**src/rtl/mem_port_arbiter.sv**
```systemverilog
// Arbiter sharing one single-port SRAM between the instruction fetch and data ports.
// Data has priority, bounded by a starvation counter that forces instruction fetches through.
module mem_port_arbiter #(
    parameter int ADDR_W   = 14,
    parameter int MAX_WAIT = 4
) (
    input  logic              clk,
    input  logic              resetn,
    input  logic              conf_sel,
    // Handshake (both ports): a request is taken in a cycle where req=1 and gnt=1; the
    // requester holds its address/controls stable until then, and rvalid follows 1 cycle later.
    input  logic              instr_req_i,
    input  logic [31:0]       instr_addr_i,
    output logic              instr_gnt_o,
    output logic              instr_rvalid_o,
    output logic [31:0]       instr_rdata_o,
    input  logic              data_req_i,
    input  logic [31:0]       data_addr_i,
    input  logic              data_we_i,
    input  logic [3:0]        data_be_i,
    input  logic [31:0]       data_wdata_i,
    output logic              data_gnt_o,
    output logic              data_rvalid_o,
    output logic [31:0]       data_rdata_o,
    output logic              mem_en_o,
    output logic              mem_we_o,
    output logic [3:0]        mem_be_o,
    output logic [ADDR_W-1:0] mem_addr_o,
    output logic [31:0]       mem_wdata_o,
    input  logic [31:0]       mem_rdata_i
);

    localparam logic [3:0] WAIT_LIMIT = 4'(MAX_WAIT);

    logic [3:0] wait_cnt;
    logic       resp_instr;
    logic       resp_data;

    // Only the word-address bits reach the SRAM.
    logic unused_addr_bits;
    assign unused_addr_bits = ^{instr_addr_i[31:ADDR_W+2], instr_addr_i[1:0],
                                data_addr_i[31:ADDR_W+2], data_addr_i[1:0]};

    // Grants are gated by resetn as well so every output is quiet during reset.
    always_comb begin
        instr_gnt_o = 1'b0;
        data_gnt_o  = 1'b0;
        if (resetn && !conf_sel) begin
            if (data_req_i && (wait_cnt < WAIT_LIMIT)) begin
                data_gnt_o = 1'b1;
            end else if (instr_req_i) begin
                instr_gnt_o = 1'b1;
            end else if (data_req_i) begin
                data_gnt_o = 1'b1;
            end
        end
    end

    always_comb begin
        mem_en_o    = instr_gnt_o | data_gnt_o;
        mem_we_o    = 1'b0;
        mem_be_o    = 4'h0;
        mem_addr_o  = '0;
        mem_wdata_o = 32'h0;
        if (instr_gnt_o) begin
            mem_be_o    = 4'hF;
            mem_addr_o  = instr_addr_i[ADDR_W+1:2];
            mem_wdata_o = data_wdata_i;
        end else if (data_gnt_o) begin
            mem_we_o    = data_we_i;
            mem_be_o    = data_be_i;
            mem_addr_o  = data_addr_i[ADDR_W+1:2];
            mem_wdata_o = data_wdata_i;
        end
    end

    // The counter freezes under conf_sel so arbitration resumes where it left off.
    always_ff @(posedge clk or negedge resetn) begin
        if (!resetn) begin
            wait_cnt   <= 4'd0;
            resp_instr <= 1'b0;
            resp_data  <= 1'b0;
        end else begin
            resp_instr <= instr_gnt_o;
            resp_data  <= data_gnt_o;
            if (!instr_req_i || instr_gnt_o) begin
                wait_cnt <= 4'd0;
            end else if (!conf_sel && (wait_cnt < WAIT_LIMIT)) begin
                wait_cnt <= wait_cnt + 4'd1;
            end
        end
    end

    assign instr_rvalid_o = resp_instr;
    assign data_rvalid_o  = resp_data;
    assign instr_rdata_o  = resp_instr ? mem_rdata_i : 32'h0;
    assign data_rdata_o   = resp_data  ? mem_rdata_i : 32'h0;

endmodule

```
**config.mk**
```make
export PLATFORM = sky130hd
export DESIGN_NAME = mem_port_arbiter
export DESIGN_NICKNAME = d
export VERILOG_FILES = /design/src/rtl/mem_port_arbiter.sv
export SDC_FILE = /design/constraint.sdc
export NUM_CORES = 1
export LEC_CHECK = 0
export ABC_AREA = 1
export CAP_MARGIN = 10
export CORE_AREA = 2 2 100 102
export CTS_CLUSTER_SIZE = 40
export DETAILED_ROUTE_END_ITERATION = 7
export DIE_AREA = 0 0 102 104
export SKIP_CTS_REPAIR_TIMING = 1
export SYNTH_ARGS = -nofsm -noshare
export SYNTH_HDL_FRONTEND = slang
export SYNTH_SLANG_ARGS = --single-unit
```
**constraint.sdc**
```tcl
create_clock -name clk -period 1.5 [get_ports clk]
set_input_delay 0.3 -clock clk [delete_from_list [all_inputs] [get_ports clk]]
set_output_delay 0.3 -clock clk [all_outputs]
set_load 0.02 [all_outputs]
```
==> results.yml <==
synth:
  synth_adder_area_share: 0.008681
  yosysTopAreaCellShare: 0.3229
  synthSimpleGateAreaFrac: 0.3993
  synth_seq_area_share: 0.1042
  synthMuxAreaShare: 0
  synth_nets: 437
  avgSynthCellArea_um2: 4.837
  yosysWarnings: 0
  synthDistinctLibCells: 17
  synth_xor_area_frac: 0
  synth_top_family_by_area: "simple AND/OR/NAND/NOR gates"
  synth-seq-cells: 6
  yosys-top-cells-area: "inv_1 32%, nand2_1 18%, dfrtp_1 10%"
  synth_top_area_cell: "inv_1"
  synth-compound-area-share: 0.09462
  syn_area_um2: 1441
  synthCells: 298
clocking:
  htreeDepth: 1
  cts-root-buf: "clkbuf_8"
  cts.sinks: 6
  insertion_delay_ns: 0.22
  clockBufferDepth: 2
  path_clk_slew_ns: 0.04
  cts_buffers: 3
  cts_tree: "built"
sta:
  skew_ns: 0.003571
  slew_headroom: 0.7839
  worstMarginPinSlew_ns: 0.3233
  fmax_ghz: 0.5757
  period_needed_ns: 1.737
  finalHoldViolCount: 0
  finalSetupViolations: 54
  period_share: 1.158
  fin_ws_ns: -0.2371
  timing.setup.tns_ns: -7.140
  rsz0062_at_grt: "true"
  slew_violations: 0
setup_path:
  endpoint_kind: "primary output"
  crit_buf_inv: 1
  path_max_fanout: 6
  cpMaxStageDelayCell: "dfrtp_1"
  crit_family: "compound AO/OA/AOI/OAI gates"
  arrival_ns: 1.44
  crit_chain: "o21ai_4 -> nand2_4 -> o21ai_1 -> clkbuf_2"
  start_kind: "flip-flop"
  path_class: "flip-flop to primary output"
  required_ns: 1.20
  cpPeakStageDelay_ns: 0.41
routing:
  post_drt_via_cell_ratio: 3.677
  wl_per_cell_um: 11.63
  ant_nets: 0
  vias: 2467
  drc: 0
  first_iter_violations: 35
  firstDrtPassIters: 4
  wirelength_mm: 7.807
cells_and_area:
  area_delta_synth_final_pct: 230.8
  nets: 679
  fillers: 952
  num_antenna_cells: 0
  stdcell_count: 671
  seq_area_um2: 151.4
  fin_area_um2: 4768
  drive_gt1_frac: 0.3216
  multiInputGateArea_um2: 1114
power_and_ir_drop:
  ir_worst_vdd_uv: 356.0
  powerDensity_nw_per_um2: 302.1
  finalPower_mw: 1.440
  p_leak_nw: 3.568
floorplanning:
  die_w_um: 102
  die_h_um: 104
  coreArea_um2: 9549
  row_count: 36
  start_util: 0.1509
  dieArea_um2: 10610
  ios: 258
grt:
  grt_usage: 0.1138
  grt_pass1_vias: 2164
  antenna_found_initial: 0
  grt_max_degree: 34
  overflow: 0
  grt_pass1_wl_mm: 10.14
place:
  placed_area_um2: 3906
  dp_slack_ns: -0.9434
  gp_congestion: 0.8068
  dp_cells: 653
  port-buffer-count: 221
  post-dp-hpwl_mm: 5.738
status:
  violations: "setup timing"
  status: "complete, but fails checks"
flow_run:
  cap_violations: 0
min_path:
  hold_path_class: "primary input to asynchronous set/reset pin"
[worst reg2reg max path: cells and delay by family, from the launching register on]
| kind | cells | cell delay (ns) |
|---|---|---|
| buffers and inverters | 3 | 0.40 |
| DFF | 1 | 0.41 |
| and+or+nand+nor | 5 | 0.44 |
[logic make-up after synthesis]
family / count (synthesis)
buffers and inverters: 139
AND/OR/NAND/NOR: 133
AO/OA/AOI/OAI: 19
flip-flops: 6
adder cells (fa/ha/maj): 1
[cell usage after synthesis, drive strengths merged]
library cell	instances
dfrtp	6
nand2	75
ha	1
buf	7
nor2	41
nand3	17
inv	126
clkbuf	6
o21ai	19
[path summary, 6_finish.rpt]
check / startpoint / end / slack, ns / depth (start not counted)
worst max register to register: wait_cnt[3] / wait_cnt[2] / 0.16 / 8
worst max-delay path: wait_cnt[3] / mem_be_o[0] / -0.24 / 4
max in group asynchronous: resetn / wait_cnt[2] / 0.84 / 3
min in group clk: conf_sel / wait_cnt[1] / 0.57 / 7
worst min register to register: wait_cnt[1] / wait_cnt[1] / 0.59 / 4
worst min-delay path: resetn / wait_cnt[1] / 0.53 / 3
[state kept, by name (all words and copies together), names as in the netlist]
register	count
data_rvalid_o	1
instr_rvalid_o	1
wait_cnt	4
[stage by stage]
step	hold WS [ns]	util
2_1_floorplan	0.004409	-
3_3_place_gp	0.5656	0.4091
3_5_place_dp	0.5828	0.4091
4_1_cts	0.5080	0.4134
5_1_grt	0.5463	0.4993
6_report	0.5295	0.4993
[cell usage in the layout (no fill, tap or decap), drive strengths merged]
master,count
inv,126
clkdlybuf4s50,97
buf,77
nand2,75
dlymetal6s2s,59
nor2,41
o21ai,19
clkbuf,19
nand3,17
dfrtp,6
ha,1
dlygate4sd3,1
[power by group]
| group | total, mW | switching [mW] | internal, mW |
|---|---|---|---|
| Combinational | 1.03 | 0.469 | 0.565 |
| Sequential | 0.175 | 0.00518 | 0.169 |
| Clock | 0.231 | 0.0594 | 0.171 |
| Total | 1.44 | 0.534 | 0.906 |
[layout make-up]
type	instances	share of cell area
clock buffer	3	0.008659
inverter	126	0.1018
multi-input combinational	153	0.2335
sequential	6	0.03175
tap	133	0.03490
timing repair buffer	250	0.5893
[layer usage]
metal | track usage | vias up | part of all wire
li1 | - | 1280 | -
met1 | 0.1221 | 1086 | 0.35
met2 | 0.2256 | 93 | 0.57
met3 | 0.02352 | 8 | 0.068
met4 | 0.01714 | 0 | 0.010
met5 | 0 | - | 0
Power figures use the tool's default switching activity.
